--- src/rtl/rf_access_sequencer_pkg.sv ---
// Shared widths and FSM encoding for the register-file access sequencer.
// Latency: n/a (definitions only).
// Backpressure: n/a.
package mips_rf_pkg;

    localparam int RF_DATA_W   = 24;
    localparam int RF_ADDR_W   = 3;
    localparam bit RF_ZERO_REG = 1'b1;

    typedef enum logic [1:0] {
        IDLE    = 2'd0,
        ISSUE   = 2'd1,
        CAPTURE = 2'd2,
        HOLD    = 2'd3
    } state_t;

endpackage

--- src/rtl/rf_access_sequencer_opnd_fwd.sv ---
// One operand lane: latched register index, same-edge write forwarding tag, and capture/hold register.
// Latency: operand loaded at the end of CAPTURE, two edges after the accept edge.
// Backpressure: none locally; the held value keeps tracking writes to its index until released.
module rf_opnd_fwd
    import mips_rf_pkg::*;
#(
    parameter int DATA_W   = RF_DATA_W,
    parameter int ADDR_W   = RF_ADDR_W,
    parameter bit ZERO_REG = RF_ZERO_REG
) (
    input  logic              clk,
    input  logic              rst_n,
    input  state_t            state,
    input  logic              accept,
    input  logic [ADDR_W-1:0] new_idx,
    input  logic              wr_en,
    input  logic [ADDR_W-1:0] wr_reg,
    input  logic [DATA_W-1:0] wr_data,
    input  logic [DATA_W-1:0] rf_bus,
    output logic [ADDR_W-1:0] idx,
    output logic [DATA_W-1:0] opnd
);

    logic [ADDR_W-1:0] idx_q;
    logic              fwd_tag;
    logic [DATA_W-1:0] fwd_dat;
    logic [DATA_W-1:0] opnd_q;
    logic              wr_hit;
    logic              is_zero;

    // wr_en is already gated for register 0, so a zero index can never hit
    assign wr_hit  = wr_en && (wr_reg == idx_q);
    assign is_zero = ZERO_REG && (idx_q == '0);
    assign idx     = idx_q;
    assign opnd    = opnd_q;

    // Index latch, forwarding capture during ISSUE, operand load in CAPTURE and live update in HOLD
    always_ff @(posedge clk or negedge rst_n) begin
        if (!rst_n) begin
            idx_q   <= '0;
            fwd_tag <= 1'b0;
            fwd_dat <= '0;
            opnd_q  <= '0;
        end else begin
            if (accept) begin
                idx_q   <= new_idx;
                fwd_tag <= 1'b0;
            end
            case (state)
                ISSUE: begin
                    // The file samples the old value on this edge; remember the new one
                    if (wr_hit) begin
                        fwd_tag <= 1'b1;
                        fwd_dat <= wr_data;
                    end
                end
                CAPTURE: begin
                    if (is_zero)
                        opnd_q <= '0;
                    else if (wr_hit)
                        opnd_q <= wr_data;
                    else if (fwd_tag)
                        opnd_q <= fwd_dat;
                    else
                        opnd_q <= rf_bus;
                end
                HOLD: begin
                    // Uses the old index even if a new request is accepted on this edge
                    if (wr_hit)
                        opnd_q <= wr_data;
                end
                default: begin
                end
            endcase
        end
    end

endmodule

--- src/rtl/rf_access_sequencer.sv ---
// Operand-fetch initiator for a 1-clock registered-read register file, with writeback pass-through and forwarding.
// Latency: accept edge E0 -> opnd_valid after E2; back-to-back 1 op per 3 clocks.
// Backpressure: op_ready low while busy; operands held (and kept current) until opnd_ready.
module rf_access_sequencer
    import mips_rf_pkg::*;
#(
    parameter int DATA_W   = RF_DATA_W,
    parameter int ADDR_W   = RF_ADDR_W,
    parameter bit ZERO_REG = RF_ZERO_REG
) (
    input  logic              clk,
    input  logic              rst_n,
    input  logic              op_valid,
    output logic              op_ready,
    input  logic [ADDR_W-1:0] op_rs,
    input  logic [ADDR_W-1:0] op_rt,
    output logic              opnd_valid,
    input  logic              opnd_ready,
    output logic [DATA_W-1:0] opnd_a,
    output logic [DATA_W-1:0] opnd_b,
    input  logic              wb_en,
    input  logic [ADDR_W-1:0] wb_reg,
    input  logic [DATA_W-1:0] wb_data,
    output logic [ADDR_W-1:0] rf_ra,
    output logic [ADDR_W-1:0] rf_rb,
    output logic [ADDR_W-1:0] rf_rw,
    output logic              rf_we,
    output logic [DATA_W-1:0] rf_busw,
    input  logic [DATA_W-1:0] rf_busa,
    input  logic [DATA_W-1:0] rf_busb
);

    state_t state;
    logic   accept;

    // A new request can enter from IDLE, or from HOLD on the same edge the held result is taken
    assign op_ready = (state == IDLE) || ((state == HOLD) && opnd_ready);
    assign accept   = op_valid && op_ready;

    // Writeback is a straight pass-through; register 0 writes are dropped when it is hardwired
    assign rf_rw   = wb_reg;
    assign rf_busw = wb_data;
    assign rf_we   = wb_en && !(ZERO_REG && (wb_reg == '0));

    // Sequencing FSM with registered opnd_valid
    always_ff @(posedge clk or negedge rst_n) begin
        if (!rst_n) begin
            state      <= IDLE;
            opnd_valid <= 1'b0;
        end else begin
            case (state)
                IDLE: begin
                    if (accept)
                        state <= ISSUE;
                end
                ISSUE: begin
                    state <= CAPTURE;
                end
                CAPTURE: begin
                    state      <= HOLD;
                    opnd_valid <= 1'b1;
                end
                HOLD: begin
                    if (opnd_ready) begin
                        opnd_valid <= 1'b0;
                        state      <= accept ? ISSUE : IDLE;
                    end
                end
                default: begin
                    state      <= IDLE;
                    opnd_valid <= 1'b0;
                end
            endcase
        end
    end

    rf_opnd_fwd #(
        .DATA_W   (DATA_W),
        .ADDR_W   (ADDR_W),
        .ZERO_REG (ZERO_REG)
    ) u_opnd_a (
        .clk     (clk),
        .rst_n   (rst_n),
        .state   (state),
        .accept  (accept),
        .new_idx (op_rs),
        .wr_en   (rf_we),
        .wr_reg  (wb_reg),
        .wr_data (wb_data),
        .rf_bus  (rf_busa),
        .idx     (rf_ra),
        .opnd    (opnd_a)
    );

    rf_opnd_fwd #(
        .DATA_W   (DATA_W),
        .ADDR_W   (ADDR_W),
        .ZERO_REG (ZERO_REG)
    ) u_opnd_b (
        .clk     (clk),
        .rst_n   (rst_n),
        .state   (state),
        .accept  (accept),
        .new_idx (op_rt),
        .wr_en   (rf_we),
        .wr_reg  (wb_reg),
        .wr_data (wb_data),
        .rf_bus  (rf_busb),
        .idx     (rf_rb),
        .opnd    (opnd_b)
    );

endmodule

--- config.mk ---
export PLATFORM = sky130hd
export DESIGN_NAME = rf_access_sequencer
export DESIGN_NICKNAME = d
export VERILOG_FILES = /design/src/rtl/rf_access_sequencer_pkg.sv /design/src/rtl/rf_access_sequencer_opnd_fwd.sv /design/src/rtl/rf_access_sequencer.sv
export SDC_FILE = /design/constraint.sdc
export NUM_CORES = 1
export LEC_CHECK = 0
export CELL_PAD_IN_SITES_DETAIL_PLACEMENT = 1
export CELL_PAD_IN_SITES_GLOBAL_PLACEMENT = 1
export CORE_MARGIN = 2
export CORE_UTILIZATION = 37
export CTS_CLUSTER_SIZE = 25
export DETAILED_ROUTE_END_ITERATION = 12
export PLACE_DENSITY = 0.81
export SLEW_MARGIN = 10
export SYNTH_ARGS = -nofsm -noshare
export SYNTH_HDL_FRONTEND = slang
export SYNTH_SLANG_ARGS = --single-unit
--- constraint.sdc ---
create_clock -name clk -period 2.42 [get_ports clk]
set_clock_uncertainty 0.1 [all_clocks]
set_input_delay 0.484 -clock clk [delete_from_list [all_inputs] [get_ports clk]]
set_output_delay 0.484 -clock clk [all_outputs]
set_load 0.02 [all_outputs]
==> results.cfg, run 1 <==
[worst_setup_path]
data_required_time_of_the_worst_path_ps = 1840
cell_count_of_the_worst_reg_to_reg_path = 6
worstPathArrival_ps = 1800
cp_num_cells = 4
start_kind = input pin
ff2ff_setup_slack_ps = 340
cp_top_family = buffers and inverters
critical_path.max_stage_delay_ps = 540
crit_chain = clkdlybuf4s50_1 -> o31ai_4 -> inv_2 -> dlygate4sd2_1
crit_slowest_cell = sky130_fd_sc_hd__clkdlybuf4s50_1
worstSetupPathType = input pin to output pin
cp-end-kind = output pin
cp.buffers_inverters = 3
worst-path-max-fanout = 5

[clocking]
tritoncts.num_buffers = 9
postCtsResizedCells = 2
insertion_delay_ps = 340
root_buffer = sky130_fd_sc_hd__clkbuf_16
tritoncts = done
cts_max_level = 3
cts.reportedPaths.clkPinSlew_ps = 70
postCtsHoldBufs = 0
cts_max_path_buffers = 2
cts_setup_buffers = 0
cts_sinks = 107

[power]
power.switching_w = 0.00420
power_leakage_nw = 3.26
p_per_area_nw_per_um2 = 1240
clock_power_share = 0.143
pwr-share-seq = 0.315
power.combinational.fraction = 0.542
p_int_w = 0.00594
switching_share = 0.414
peakVddDrop_uv = 590
power.total_w = 0.0101

[placed_design]
place_congestion = 0.811
port_buffers = 169
dp.final_hpwl_um = 13500

[global_route]
gr-total-overflow = 0
grt_start_max_net_pins = 49
grt_use_met2 = 0.410
grtUsageTotal = 0.231
first_global_vias = 5384
grt_pass1_wl_um = 29800
grt_most_used_layer = met2
antenna_found_initial = 0
grt.met1_usage = 0.297
grt_use_met3 = 0.0227

[drt]
initial_drc_count = 310
avgViaCountPerCell = 5.59
via_count = 5019
wire_per_inst_um = 21.3
drc = 0
antenna_left = 0
dr.pass1.iters = 4
drt_wl_total_um = 19200

[floorplan]
core_area_sq_um = 15300
io_pins = 170
overall_die_height_um = 129
rows = 45
start_util = 0.380
floorplan.die_area_sq_um = 16700
die_width_um = 129

[timing]
fin_crit_sh = 0.983
worstMarginPinSlew_ps = 684
timing.setup.tns_ps = 0
setup_viol = 0
period_needed_ps = 2380
timing_hold_violations_final = 0
relSlewSlack = 0.544
grt_setup_unrepaired = false
max_slew_violation_count = 0
timing.fmax_ghz = 0.420

[yosys]
postSynthAreaPerCell_sq_um = 11.2
synth-warning-count = 0
synth.yosys.seq_area_share = 0.461
mappedNetlistArea_sq_um = 5800
synth_common_cells = 107 x sky130_fd_sc_hd__dfrtp_1, 91 x sky130_fd_sc_hd__mux2_2, 51 x sky130_fd_sc_hd__nor2_1
netlist-cell-type-count = 30
synth_edf_count = 0
yosys.cell_count.top_type = sky130_fd_sc_hd__dfrtp_1
syn-instance-count = 519
yosysTopAreaCell = sky130_fd_sc_hd__dfrtp_1
synth.top_cells.by_area = sky130_fd_sc_hd__dfrtp_1 46%, sky130_fd_sc_hd__mux2_2 18%, sky130_fd_sc_hd__a32oi_1 7.2%, sky130_fd_sc_hd__a31oi_1 5.2%, sky130_fd_sc_hd__nand3_1 4.1%
postSynthNetCount = 610
top_cell_type_s_share_of_synthesized_area = 0.461
async_flop_share = 1.00
seq_cells_post_synth = 107
postSynth.topFlopCell = sky130_fd_sc_hd__dfrtp_1

[min_path]
worstHoldPathType = input pin to async pin

[job]
drv.max_cap_violation_count = 0

[layout]
area_growth_from_synthesis_to_final_layout_pct = 41.5
final_layout_size_suffix_gt1_frac = 0.253
finalNetCount = 773
diodes = 0

[status]
result_of_the_run = finished, final reports clean
-- layout make-up --
cell class | instances | area [sq um]
well taps | 211 | 264
clock inverters | 5 | 53.8
repair buffers | 225 | 2250
flip-flops and latches | 107 | 2680
inverters | 6 | 22.5
fillers | 1619 | 7050
clock buffers | 11 | 233
multi-input cells | 333 | 2710
-- flip-flops by register name, summed over array words and instances (netlist names) --
name	cells
u_opnd_a.fwd_tag	1
u_opnd_a.idx	3
u_opnd_b.idx	3
u_opnd_a.fwd_dat	24
u_opnd_a.opnd	24
u_opnd_b.fwd_tag	1
opnd_valid	1
u_opnd_b.fwd_dat	24
u_opnd_b.opnd	24
state	2
-- layout by cell type (no fill, tap or decap), types with 3 or more instances in the layout --
cell,n
sky130_fd_sc_hd__mux2_1,12
sky130_fd_sc_hd__buf_4,46
sky130_fd_sc_hd__nand3_1,48
sky130_fd_sc_hd__nand2_1,3
sky130_fd_sc_hd__mux2_2,91
sky130_fd_sc_hd__nor4_4,4
sky130_fd_sc_hd__ha_1,5
sky130_fd_sc_hd__dfrtp_1,107
sky130_fd_sc_hd__a31oi_1,48
sky130_fd_sc_hd__clkinv_2,3
sky130_fd_sc_hd__xor2_1,6
sky130_fd_sc_hd__inv_1,5
sky130_fd_sc_hd__a32oi_1,48
sky130_fd_sc_hd__nor2_1,49
sky130_fd_sc_hd__buf_12,11
sky130_fd_sc_hd__clkbuf_16,9
sky130_fd_sc_hd__clkdlybuf4s50_1,165
-- stage by stage --
step	cell area, sq um	hold WS [ps]	instances	worst slack (ps)	utilization
after floorplan	5800	88.4	519	333	-
after global placement	7920	363	882	-129	0.519
after detailed placement	7920	375	882	-277	0.519
after CTS	8210	95.0	898	20.9	0.538
after global routing	8210	114	898	1.97	0.538
final	8210	63.6	898	41.0	0.538
-- cells by family after synthesis --
logic type / Yosys count / share of synthesized area
buf+inv: 79 / 0.0796
simple gates: 112 / 0.0959
flops: 107 / 0.461
fa+ha+maj: 5 / 0.0108
compound gates: 107 / 0.143
xor+xnor: 6 / 0.00906
mux: 103 / 0.200
-- power by group through the flow --
stage	Clock, W	Sequential (W)	Combinational, W
3_5_place_dp	0	0.00321	0.00551
2_1_floorplan	0	0.00354	0.00272
6_report	0.00146	0.00319	0.00550
3_3_place_gp	0	0.00314	0.00521
4_1_cts	0.00148	0.00319	0.00553
5_1_grt	0.00154	0.00329	0.00589
-- worst paths after layout --
kind | start | endpoint
setup / recovery | wb_reg[0] | rf_we
setup reg to reg | state[1] | u_opnd_b.fwd_dat[20]
min in group clk | u_opnd_b.fwd_dat[23] | u_opnd_b.fwd_dat[23]
max in group asynchronous | rst_n | u_opnd_a.fwd_dat[3]
hold reg to reg | u_opnd_b.fwd_dat[23] | u_opnd_b.fwd_dat[23]
hold / removal | rst_n | u_opnd_a.fwd_dat[1]
-- per-layer routing --
metal	vias to the layer above	routed length [um]
met2	175	9760
met3	23	839
met4	0	293
met1	2569	8280
li1	2252	-
met5	-	0
-- worst register-to-register path: stages (launching register included) --
cell,delay (ps)
sky130_fd_sc_hd__dfrtp_1,430
sky130_fd_sc_hd__inv_1,130
sky130_fd_sc_hd__ha_1,230
sky130_fd_sc_hd__nand2_2,120
sky130_fd_sc_hd__nor4_4,350
sky130_fd_sc_hd__buf_12,240
sky130_fd_sc_hd__mux2_2,370
Power figures use the tool's default switching activity.
==> run 2, diff against run 1 <==
--- a/config.mk
+++ b/config.mk
@@ -15,4 +15,5 @@
 export SLEW_MARGIN = 10
 export SYNTH_ARGS = -nofsm -noshare
 export SYNTH_HDL_FRONTEND = slang
+export SYNTH_HIERARCHICAL = 1
 export SYNTH_SLANG_ARGS = --single-unit
==> run 2 against run 1 <==
  * Die area is 5.2% lower
  * Via count is 11% lower
  * Non-clock buffer count down 4
==> results.cfg, run 2 <==
[timing]
fin_crit_sh = 0.961
worstMarginPinSlew_ps = 1190
period_needed_ps = 2320
timing_hold_violations_final = 0
relSlewSlack = 0.207
grt_setup_unrepaired = false
layout_setup_ws_ps = 95.1
timing.setup.tns_ps = 0
smallest_hold_slack_ps = 416
setup_viol = 0
timing.fmax_ghz = 0.430
max_slew_violation_count = 0

[global_route]
antenna_found_initial = 0
grtUsageTotal = 0.227
grt_start_max_net_pins = 61
grt_pass1_wl_um = 28400
first_global_vias = 4982
gr-total-overflow = 0

[yosys]
postSynthAreaPerCell_sq_um = 12.0
top_cell_type_s_share_of_synthesized_area = 0.487
async_flop_share = 1.00
synth-warning-count = 6
yosysTopAreaCell = sky130_fd_sc_hd__dfrtp_1
netlist-cell-type-count = 30
synth_common_cells = 107 x sky130_fd_sc_hd__dfrtp_1, 48 x sky130_fd_sc_hd__mux2i_1, 48 x sky130_fd_sc_hd__nand2_1, 48 x sky130_fd_sc_hd__nand3_1, 48 x sky130_fd_sc_hd__o311ai_0
postSynthNetCount = 548
seq_cells_post_synth = 107
syn-instance-count = 458
synth_edf_count = 0
synth.top_cells.by_area = sky130_fd_sc_hd__dfrtp_1 49%, sky130_fd_sc_hd__mux2_4 11%, sky130_fd_sc_hd__mux2i_1 8.7%, sky130_fd_sc_hd__o311ai_0 7.7%, sky130_fd_sc_hd__nand3_1 4.4%
mappedNetlistArea_sq_um = 5490
postSynth.topFlopCell = sky130_fd_sc_hd__dfrtp_1
yosys.cell_count.top_type = sky130_fd_sc_hd__dfrtp_1
synth.yosys.seq_area_share = 0.487

[worst_setup_path]
worstPathArrival_ps = 1740
start_kind = input pin
cp-end-kind = output pin
worst-path-max-fanout = 5
critical_path.max_stage_delay_ps = 500
crit_slowest_cell = sky130_fd_sc_hd__clkdlybuf4s50_1
cell_count_of_the_worst_reg_to_reg_path = 4
worstSetupPathType = input pin to output pin
crit_chain = clkdlybuf4s50_1 -> o31a_1 -> dlygate4sd2_1
data_required_time_of_the_worst_path_ps = 1840

[power]
power_leakage_nw = 3.20
power.switching_w = 0.00365
switching_share = 0.391
power.combinational.fraction = 0.502
p_per_area_nw_per_um2 = 1190
clock_power_share = 0.154
peakVddDrop_uv = 720
p_int_w = 0.00569
pwr-share-seq = 0.343

[placed_design]
place_congestion = 0.796
port_buffers = 169
pre_cts_slack_ps = -137
dp.final_hpwl_um = 12400

[clocking]
cts_sinks = 107
cts_setup_buffers = 0
tritoncts.num_buffers = 9
insertion_delay_ps = 340
root_buffer = sky130_fd_sc_hd__clkbuf_16
cts_max_path_buffers = 2
cts.reportedPaths.clkPinSlew_ps = 70
tritoncts = done
cts_max_level = 3

[layout]
multiInputGateArea_sq_um = 2460
fillers = 1541
area_growth_from_synthesis_to_final_layout_pct = 42.6
finalNetCount = 719
final_layout_size_suffix_gt1_frac = 0.210
layout.area.seq_sq_um = 2680
layout_common_cells = 166 x sky130_fd_sc_hd__clkdlybuf4s50_1, 106 x sky130_fd_sc_hd__dfrtp_1, 48 x sky130_fd_sc_hd__mux2i_1, 48 x sky130_fd_sc_hd__nand2_1, 48 x sky130_fd_sc_hd__nand3_1
diodes = 0
layout.cells.most_common = sky130_fd_sc_hd__clkdlybuf4s50_1

[drt]
drc = 0
via_count = 4450
drt_wl_total_um = 17700
avgViaCountPerCell = 5.44
initial_drc_count = 190
dr.pass1.iters = 4
antenna_left = 0
wire_per_inst_um = 21.6

[floorplan]
overall_die_height_um = 126
start_util = 0.378
core_area_sq_um = 14500
die_width_um = 126
io_pins = 170
rows = 44
floorplan.die_area_sq_um = 15800

[job]
drv.max_cap_violation_count = 0

[min_path]
cells_on_worst_hold_path = 2
worstHoldPathType = register to register

[status]
result_of_the_run = finished, final reports clean
-- run 2: cell count changes after synthesis, moves of 39 or more --
cell                       delta
sky130_fd_sc_hd__mux2i_1     +48
sky130_fd_sc_hd__nand2_1     +45
sky130_fd_sc_hd__o311ai_0    +47
sky130_fd_sc_hd__a31oi_1     -48
sky130_fd_sc_hd__mux2_2      -75
sky130_fd_sc_hd__a32oi_1     -48
sky130_fd_sc_hd__nor2_1      -49
sky130_fd_sc_hd__mux2_4      +39
-- run 2: layer usage --
metal / GRT usage / share of wire / vias to the layer above / wire length [um]
met5: 0 / 0 / - / 0
met4: 0.0679 / 0.018 / 0 / 324
met3: 0.0455 / 0.054 / 26 / 959
met2: 0.390 / 0.50 / 149 / 8860
met1: 0.291 / 0.43 / 2265 / 7510
li1: - / - / 2010 / -
-- run 2: final timing paths --
kind                                   startpoint              endpoint  slack (ps)
min in group asynchronous                   rst_n  u_opnd_b/fwd_dat[18]         510
worst min register to register  u_opnd_a/opnd[19]     u_opnd_a/opnd[19]         420
worst min-delay path            u_opnd_a/opnd[19]     u_opnd_a/opnd[19]         420
worst max register to register           state[1]     u_opnd_b/opnd[11]         270
max in group asynchronous                   rst_n              state[0]        1050
worst max-delay path                    wb_reg[1]                 rf_we         100
-- run 2: kinds of logic after synthesis --
family	Yosys count	synth area share
and+or+nand+nor	110	0.0961
DFF	107	0.487
adders and majority gates	4	0.00911
buffers and inverters	66	0.0736
AOI/OAI and AO/OA	62	0.0973
xor gates and xnor gates	6	0.00957
muxes	103	0.227
-- run 2: layout make-up --
cell class / count / share of cell area
Sequential cell: 107 / 0.342
Inverter: 5 / 0.00240
Clock buffer: 15 / 0.0367
Tap cell: 184 / 0.0294
Timing Repair Buffer: 221 / 0.275
Clock inverter: 1 / 0.000639
Multi-Input combinational cell: 285 / 0.314
-- run 2: per-stage QoR --
stage                util  cells  power [W]  cell area (sq um)
global route        0.539    818    0.00986               7830
floorplan               -    458    0.00570               5490
detailed placement  0.518    801    0.00791               7530
CTS                 0.539    818    0.00942               7830
finish              0.539    818    0.00935               7830
global placement    0.518    801    0.00762               7530
-- run 2: power groups by stage --
stage	registers [W]	clock network (W)	logic [W]
after floorplan	0.00349	0	0.00221
after global placement	0.00317	0	0.00445
after detailed placement	0.00322	0	0.00468
after CTS	0.00322	0.00149	0.00471
after global routing	0.00332	0.00154	0.00501
final	0.00321	0.00144	0.00469
-- run 2: worst max-delay path, delay by kind of cell --
| kind | cells | cell delay [ps] |
|---|---|---|
| AOI/OAI and AO/OA | 1 | 400 |
| buffers and inverters | 2 | 850 |
-- run 2: what timing repair did --
action / 4_1_cts / 5_1_grt
setup endpoints to repair: 2 / 1
gates resized for setup: 3 / 1
endpoints found under the hold margin: 26 / 0
hold buffers: 1 / 0
